## src/rtl/alu_pkg.sv

```systemverilog
// -----------------------------------------------------------------------------
// alu_pkg
// Shared definitions for the ALU execute stage: ALU operation codes as issued
// by the ALU controller, and the execute-stage FSM state encoding.
// Optional feature macro used by the stage: ALU_SERIAL_SHIFT_EN.
// -----------------------------------------------------------------------------
package alu_pkg;

   localparam logic [3:0] ALU_AND = 4'b0000;
   localparam logic [3:0] ALU_OR  = 4'b0001;
   localparam logic [3:0] ALU_XOR = 4'b0010;
   localparam logic [3:0] ALU_ADD = 4'b0011;
   localparam logic [3:0] ALU_EQ  = 4'b0101;
   localparam logic [3:0] ALU_NE  = 4'b0110;
   localparam logic [3:0] ALU_LT  = 4'b0111;
   localparam logic [3:0] ALU_GE  = 4'b1000;
   localparam logic [3:0] ALU_SRL = 4'b1001;
   localparam logic [3:0] ALU_SLL = 4'b1010;
   localparam logic [3:0] ALU_LUI = 4'b1100;

   typedef enum logic [1:0] {
      ST_IDLE  = 2'd0,
      ST_SHIFT = 2'd1,
      ST_HOLD  = 2'd2
   } alu_state_e;

   function automatic logic is_shift_op(input logic [3:0] op);
      return (op == ALU_SRL) || (op == ALU_SLL);
   endfunction

endpackage

```

## src/rtl/alu_shifter_serial.sv

```systemverilog
// -----------------------------------------------------------------------------
// alu_shifter_serial
// Bit-serial shifter: shifts one bit position per clock.
//   clk, reset : clock, asynchronous active-high reset
//   start      : load operand/shamt/direction (shamt must be non-zero)
//   kill       : abandon the shift in progress
//   dir        : 1 = shift left, 0 = logical shift right
//   shamt      : number of bit positions
//   operand    : value to shift
//   done       : final bit is being shifted this cycle, or shift already done
//   result     : final shifted value whenever done is high
// Only instantiated when ALU_SERIAL_SHIFT_EN is defined.
// -----------------------------------------------------------------------------
module alu_shifter_serial #(
   parameter int DATA_WIDTH = 32
) (
   input  logic                  clk,
   input  logic                  reset,
   input  logic                  start,
   input  logic                  kill,
   input  logic                  dir,
   input  logic [4:0]            shamt,
   input  logic [DATA_WIDTH-1:0] operand,
   output logic                  done,
   output logic [DATA_WIDTH-1:0] result
);

   logic [DATA_WIDTH-1:0] data;
   logic [DATA_WIDTH-1:0] data_next;
   logic [4:0]            cnt;
   logic                  dir_q;

   assign data_next = dir_q ? (data << 1) : (data >> 1);

   always_ff @(posedge clk or posedge reset) begin
      if (reset) begin
         data  <= '0;
         cnt   <= '0;
         dir_q <= 1'b0;
      end else if (kill) begin
         cnt <= '0;
      end else if (start) begin
         data  <= operand;
         cnt   <= shamt;
         dir_q <= dir;
      end else if (cnt != 5'd0) begin
         data <= data_next;
         cnt  <= cnt - 5'd1;
      end
   end

   // The last bit is shifted combinationally so the stage can capture the
   // result on the same edge that would have performed the final shift.
   assign done   = (cnt <= 5'd1);
   assign result = (cnt == 5'd0) ? data : data_next;

endmodule

```

## src/rtl/alu_exec_stage.sv

```systemverilog
// -----------------------------------------------------------------------------
// alu_exec_stage
// Pipeline execute stage: computes the ALU result for one operation and
// presents it, with its destination register and branch decision, on a
// registered valid/ready output.
//   clk, reset           : clock, asynchronous active-high reset
//   in_valid / in_ready  : issue handshake from upstream
//   op_i, src_a_i/src_b_i: ALU op code and operands (src_b_i[4:0] = shamt)
//   rd_i, reg_write_i, is_branch_i : sideband carried to the output
//   flush_i              : kill in-flight and incoming operation
//   out_valid / out_ready: handshake towards EX/MEM
//   result_o, rd_o, reg_write_o, branch_taken_o : registered outputs
//   busy_o               : serial shift in progress
//   fsm_state            : current FSM state (alu_state_e encoding)
// Handshake: a transfer happens on a rising edge where valid and ready are
// both 1; while valid=1 and ready=0 the sender holds its payload stable.
// Macro ALU_SERIAL_SHIFT_EN: shifts with non-zero shamt run on the bit-serial
// shifter (one bit per cycle); otherwise all shifts are single-cycle.
// -----------------------------------------------------------------------------
module alu_exec_stage
   import alu_pkg::*;
#(
   parameter int DATA_WIDTH = 32
) (
   input  logic                  clk,
   input  logic                  reset,
   input  logic                  in_valid,
   output logic                  in_ready,
   input  logic [3:0]            op_i,
   input  logic [DATA_WIDTH-1:0] src_a_i,
   input  logic [DATA_WIDTH-1:0] src_b_i,
   input  logic [4:0]            rd_i,
   input  logic                  reg_write_i,
   input  logic                  is_branch_i,
   input  logic                  flush_i,
   output logic                  out_valid,
   input  logic                  out_ready,
   output logic [DATA_WIDTH-1:0] result_o,
   output logic [4:0]            rd_o,
   output logic                  reg_write_o,
   output logic                  branch_taken_o,
   output logic                  busy_o,
   output logic [1:0]            fsm_state
);

   localparam logic [DATA_WIDTH-2:0] UPPER_ZERO = '0;

   alu_state_e            state;
   alu_state_e            state_next;
   logic [4:0]            shamt;
   logic                  out_free;
   logic                  accept;
   logic                  serial_shift;
   logic                  single_load;
   logic                  shift_start;
   logic                  shift_wr;
   logic                  shift_done;
   logic [DATA_WIDTH-1:0] shift_result;
   logic [DATA_WIDTH-1:0] alu_result;
   logic [4:0]            pend_rd;
   logic                  pend_reg_write;
   logic                  pend_is_branch;

   assign shamt     = src_b_i[4:0];
   assign out_free  = !out_valid || out_ready;
   assign in_ready  = (state == ST_IDLE) && !flush_i && out_free;
   assign accept    = in_valid && in_ready;
   assign fsm_state = state;

   // ---------------- combinational ALU ----------------
   always_comb begin
      alu_result = '0;
      case (op_i)
         ALU_AND: alu_result = src_a_i & src_b_i;
         ALU_OR:  alu_result = src_a_i | src_b_i;
         ALU_XOR: alu_result = src_a_i ^ src_b_i;
         ALU_ADD: alu_result = src_a_i + src_b_i;
         ALU_EQ:  alu_result = {UPPER_ZERO, src_a_i == src_b_i};
         ALU_NE:  alu_result = {UPPER_ZERO, src_a_i != src_b_i};
         ALU_LT:  alu_result = {UPPER_ZERO, $signed(src_a_i) <  $signed(src_b_i)};
         ALU_GE:  alu_result = {UPPER_ZERO, $signed(src_a_i) >= $signed(src_b_i)};
         ALU_SRL: alu_result = src_a_i >> shamt;
         ALU_SLL: alu_result = src_a_i << shamt;
         ALU_LUI: alu_result = src_b_i;
         default: alu_result = '0;
      endcase
   end

`ifdef ALU_SERIAL_SHIFT_EN
   // Zero-distance shifts gain nothing from the serial path; keep them at
   // single-cycle latency through the barrel shifter above.
   assign serial_shift = is_shift_op(op_i) && (shamt != 5'd0);

   alu_shifter_serial #(
      .DATA_WIDTH (DATA_WIDTH)
   ) u_shifter (
      .clk     (clk),
      .reset   (reset),
      .start   (shift_start),
      .kill    (flush_i),
      .dir     (op_i == ALU_SLL),
      .shamt   (shamt),
      .operand (src_a_i),
      .done    (shift_done),
      .result  (shift_result)
   );

   // Sideband of the shift in flight, written out with its result.
   always_ff @(posedge clk or posedge reset) begin
      if (reset) begin
         pend_rd        <= '0;
         pend_reg_write <= 1'b0;
         pend_is_branch <= 1'b0;
      end else if (shift_start) begin
         pend_rd        <= rd_i;
         pend_reg_write <= reg_write_i;
         pend_is_branch <= is_branch_i;
      end
   end
`else
   assign serial_shift   = 1'b0;
   assign shift_done     = 1'b0;
   assign shift_result   = '0;
   assign pend_rd        = '0;
   assign pend_reg_write = 1'b0;
   assign pend_is_branch = 1'b0;
`endif

   // ---------------- FSM: state register ----------------
   always_ff @(posedge clk or posedge reset) begin
      if (reset) state <= ST_IDLE;
      else       state <= state_next;
   end

   // ---------------- FSM: next state ----------------
   always_comb begin
      state_next = state;
`ifdef ALU_SERIAL_SHIFT_EN
      if (flush_i) begin
         state_next = ST_IDLE;
      end else begin
         case (state)
            ST_IDLE:  if (accept && serial_shift) state_next = ST_SHIFT;
            ST_SHIFT: if (shift_done) state_next = out_free ? ST_IDLE : ST_HOLD;
            ST_HOLD:  if (out_free) state_next = ST_IDLE;
            default:  state_next = ST_IDLE;
         endcase
      end
`else
      state_next = ST_IDLE;
`endif
   end

   // ---------------- FSM: outputs ----------------
   // HOLD is defensive: the output register is always free when a shift is
   // accepted, but the shift result must never overwrite an unconsumed one.
   always_comb begin
      busy_o      = 1'b0;
      shift_start = 1'b0;
      shift_wr    = 1'b0;
      case (state)
         ST_IDLE:  shift_start = accept && serial_shift;
         ST_SHIFT: begin
`ifdef ALU_SERIAL_SHIFT_EN
            busy_o   = 1'b1;
`endif
            shift_wr = !flush_i && shift_done && out_free;
         end
         ST_HOLD:  shift_wr = !flush_i && out_free;
         default:  ;
      endcase
   end

   assign single_load = accept && !serial_shift;

   // ---------------- output register ----------------
   always_ff @(posedge clk or posedge reset) begin
      if (reset) begin
         out_valid      <= 1'b0;
         result_o       <= '0;
         rd_o           <= '0;
         reg_write_o    <= 1'b0;
         branch_taken_o <= 1'b0;
      end else if (flush_i) begin
         out_valid <= 1'b0;
      end else if (single_load) begin
         out_valid      <= 1'b1;
         result_o       <= alu_result;
         rd_o           <= rd_i;
         reg_write_o    <= reg_write_i;
         branch_taken_o <= is_branch_i && alu_result[0];
      end else if (shift_wr) begin
         out_valid      <= 1'b1;
         result_o       <= shift_result;
         rd_o           <= pend_rd;
         reg_write_o    <= pend_reg_write;
         branch_taken_o <= pend_is_branch && shift_result[0];
      end else if (out_ready) begin
         out_valid <= 1'b0;
      end
   end

endmodule

```

## config.mk

```make
export PLATFORM = sky130hd
export DESIGN_NAME = alu_exec_stage
export DESIGN_NICKNAME = d
export VERILOG_FILES = /design/src/rtl/alu_pkg.sv /design/src/rtl/alu_shifter_serial.sv /design/src/rtl/alu_exec_stage.sv
export SDC_FILE = /design/constraint.sdc
export NUM_CORES = 1
export LEC_CHECK = 0
export BUFFER_PORTS_ARGS = -buffer_cell sky130_fd_sc_hd__buf_2
export CAP_MARGIN = 25
export CORE_AREA = 4 4 184 97
export DETAILED_ROUTE_END_ITERATION = 6
export DIE_AREA = 0 0 188 101
export HOLD_SLACK_MARGIN = 0.03
export PLACE_DENSITY = 0.74
export SLEW_MARGIN = 15
export SYNTH_ARGS = -nofsm -noshare
export SYNTH_HDL_FRONTEND = slang
export SYNTH_SLANG_ARGS = --single-unit
```

## constraint.sdc

```tcl
create_clock -name clk -period 5.3 [get_ports clk]
set_input_delay 1.06 -clock clk [delete_from_list [all_inputs] [get_ports clk]]
set_output_delay 1.06 -clock clk [all_outputs]
set_load 0.02 [all_outputs]
```

==> summary.md <==
The flow ran to the end, and the final reports show no timing, DRC or antenna violations. The final non-filler cell total is 1,402, and the number of port buffers is 120. The tool flagged a number of max-cap violations equal to 0.

Once the floorplan was initialized, standard cells occupied 52.08% of the core. STA classifies the critical path endpoint as a flip-flop. For this run, asynchronously set or reset flops after synthesis account for 100.0%. Average cell area after synthesis: 7.589 µm². Most used routing layer: met1.

After floorplanning, the core was sized to cover 16,140 µm². The clock transition at the registers of the reported paths was 0.06 ns. Global routing consumed, on the met2 layer, 51.38% of the routing resources. Gate count of the mapped netlist: 1,108. Setup repair after global routing left no endpoint under its margin. The final layout contains routed wiring with a total length of 37,310 µm. STA classifies the critical path startpoint as an input port.

Dominant cell type by area after synthesis: ha_1. Derived from the worst setup path, the maximum achievable clock frequency is 240.0 MHz. Number of hold violations in the final report: 0. The synthesized design contains 0 enable-type register cells. TritonCTS built the clock tree. For the final routed database, the setup TNS stands at 0 ns.

The longest clock path from root to sink contains 2 buffers. The mean routed wirelength per cell came out at 26.61 µm. For the number of global-route vias before repair, the log shows 8,678. The number of levels the H-tree was split into came out at 2. The run gives 4 as the initial antenna violation count. Setup violations remaining at the end of the flow were counted as 0.

Of all nets on the critical path, the largest fanout is 7. After floorplanning, the core was divided into 33 placement rows. Yosys attributes the largest share of cell area to ha_1, dfrtp_1, mux4_2. The tools report the remaining global-route overflow as 0. By count the netlist is led by o21ai_0, nor2_1, ha_1. In the finished design, the share of the clock period the worst path needs comes to 78.62%. After clock tree synthesis, the setup repair step added 0 buffers. The synthesized netlist contains 63 unique library cells. Via density per instance: 6.936. The detailed-route via count was 9,724; the largest net degree at the start of global routing was 67.

The number of detailed-route iterations in the first pass is 6, and the full die area is 18,990 µm². In this run, post-CTS hold repair placed 0 buffers. In this run the horizontal extent of the chip is 188 µm. The tools report the met3 capacity usage during global routing as 15.26%. In this run the vertical extent of the chip is 101 µm. Clock tree synthesis inserted a total of 5 buffers. For the first-pass GRT wire length, the log shows 54,590 µm. The clock skew was 0.003511 ns; the total number of yosys warnings was 0. The leakage power came out at 0.004319 µW. The predominant post-synthesis flop cell was dfrtp_1. For this run, design rule violations remaining after detail routing come to 0.

The slew of the pin with the lowest slew margin was 1.070 ns. 0 antenna diodes ended up in the layout. In the global route stage, overall resource usage came out at 37.81%. Across the VDD grid, the largest voltage drop is 0.0001442 V. At the worst endpoint, the arrival time is 4.33 ns. The count of nets left with antenna violations once routing finished came out at 0. After the first detailed-routing iteration, the DRC count stood at 1,555. The area added between synthesis and finish was 10.85%. STA puts the critical path data required time at 5.46 ns.

The critical path is of the input port to flip-flop type. Once layout is complete, the utilization of the core stands at 57.73%. The logs give 55.52% for the met1 usage and 28,970 µm for the post-DP HPWL. At the later pin of the worst-skew pair, clock insertion delay measures 0.28 ns. The kind of path behind the tightest hold check was flip-flop to flip-flop.

The proportion of synthesized chip area in sequential cells is 11.90%, and the flip-flop and latch count after synthesis is 40. The tools report the relative slew slack as 28.67%. The clock drives 40 sinks. The number of nets in the final layout is 1,352. Post-CTS repair changed the size of 0 cells.

Total I/O pin count: 124. The cell area after synthesis was 8408 µm²; the fraction of layout instances using a drive strength above 1 was 17.36%. For the number of pins with negative max-slew slack in the final report, the log shows 0. The congestion estimate from routability-driven global placement came to 1.078. After filler insertion, the fill cell instance count of the layout stands at 1,515. The total power draw is 1648 µW, and the final critical-path required period is 4.167 ns. Yosys instantiated no cell more often than o21ai_0. The number of placed instances, taps included, is 1,394. After synthesis, the largest area contributor takes up 14.43% of total cell area.

In this run the power density over the cells is 176.9 nW/µm². The cell at the root of the clock tree is clkbuf_16.
==> sequential cells by signal, indices dropped and copies added, names as in the netlist <==
register and flops:
result_o 32, rd_o 5, out_valid 1, reg_write_o 1
branch_taken_o 1
==> stage by stage <==
step           setup slack (ns)  cell area, µm²  hold WS [ns]
2_1_floorplan            0.6461            8416        0.5896
3_3_place_gp              1.002            9149        0.4605
3_5_place_dp             0.9496            9149        0.4677
4_1_cts                   1.241            9320        0.4818
5_1_grt                  0.9927            9320        0.5147
6_report                  1.133            9320        0.4745
==> where the power goes <==
| group | switching (µW) | internal (µW) | leakage, µW |
|---|---|---|---|
| Combinational | 609 | 331 | 0.00371 |
| Sequential | 21.6 | 345 | 0.000529 |
| Clock | 119 | 223 | 0.0000804 |
==> final timing paths <==
kind / startpoint / to / slack, ns / depth (start not counted)
max reg2reg: out_valid / result_o[25] / 2.33 / 9
max in group asynchronous: reset / rd_o[3] / 4.08 / 3
min: result_o[11] / result_o[11] / 0.47 / 2
max: src_b_i[4] / result_o[30] / 1.13 / 12
min reg2reg: result_o[11] / result_o[11] / 0.47 / 2
min in group asynchronous: reset / result_o[4] / 0.89 / 3
==> logic make-up (layout without fill, tap and decap cells) <==
| group | after synthesis | count (layout) | share of synthesized area (%) |
|---|---|---|---|
| DFF | 40 | 40 | 11.90 |
| muxes | 98 | 98 | 16.77 |
| and+or+nand+nor | 278 | 278 | 14.88 |
| buffers and inverters | 170 | 235 | 7.961 |
| adders and majority gates | 99 | 99 | 14.79 |
| xor gates and xnor gates | 26 | 26 | 2.708 |
| other | 1 | 3 | 0.04460 |
| AOI/OAI and AO/OA | 396 | 396 | 30.94 |
==> final cells by class <==
| class | count | area (µm²) | area share, % |
|---|---|---|---|
| Sequential cell | 40 | 1001 | 10.74 |
| Clock inverter | 3 | 46.29 | 0.4967 |
| Inverter | 85 | 319.1 | 3.423 |
| Multi-Input combinational cell | 900 | 6764 | 72.57 |
| Clock buffer | 5 | 125.1 | 1.342 |
| Timing Repair Buffer | 142 | 780.7 | 8.377 |
| Tap cell | 227 | 284.0 | 3.047 |
==> layout by cell type, fill, tap and decap left out, types with 13 or more instances in the layout <==
cell type,n
inv_1,84
a22oi_1,31
o21bai_1,13
xnor2_1,18
nor3_1,14
mux2i_1,52
buf_2,119
buf_4,22
a221o_1,19
a221oi_1,32
ha_1,97
o21ai_0,110
a21oi_1,89
nand3_1,13
a21o_1,14
o211ai_1,16
dfrtp_1,40
nand2b_1,14
nor2_1,102
nand2_1,85
mux4_2,33
==> critical path, cell delays in order <==
cell and delay [ns]:
buf_2 0.18, inv_1 0.18, ha_1 0.42, a211oi_2 0.27, o21ai_1 0.16, a211o_1 0.42
a31o_1 0.31, a2111oi_2 0.37, nor3_1 0.14, a221o_1 0.35, xor2_1 0.14, a221o_1 0.32
==> routing by layer <==
layer	vias to the layer above	part of all wire, %
met5	-	0.16
met3	84	16
met4	10	2.5
met2	757	38
met1	4641	43
li1	4232	-
No activity file was read; power rests on OpenSTA's default activity.
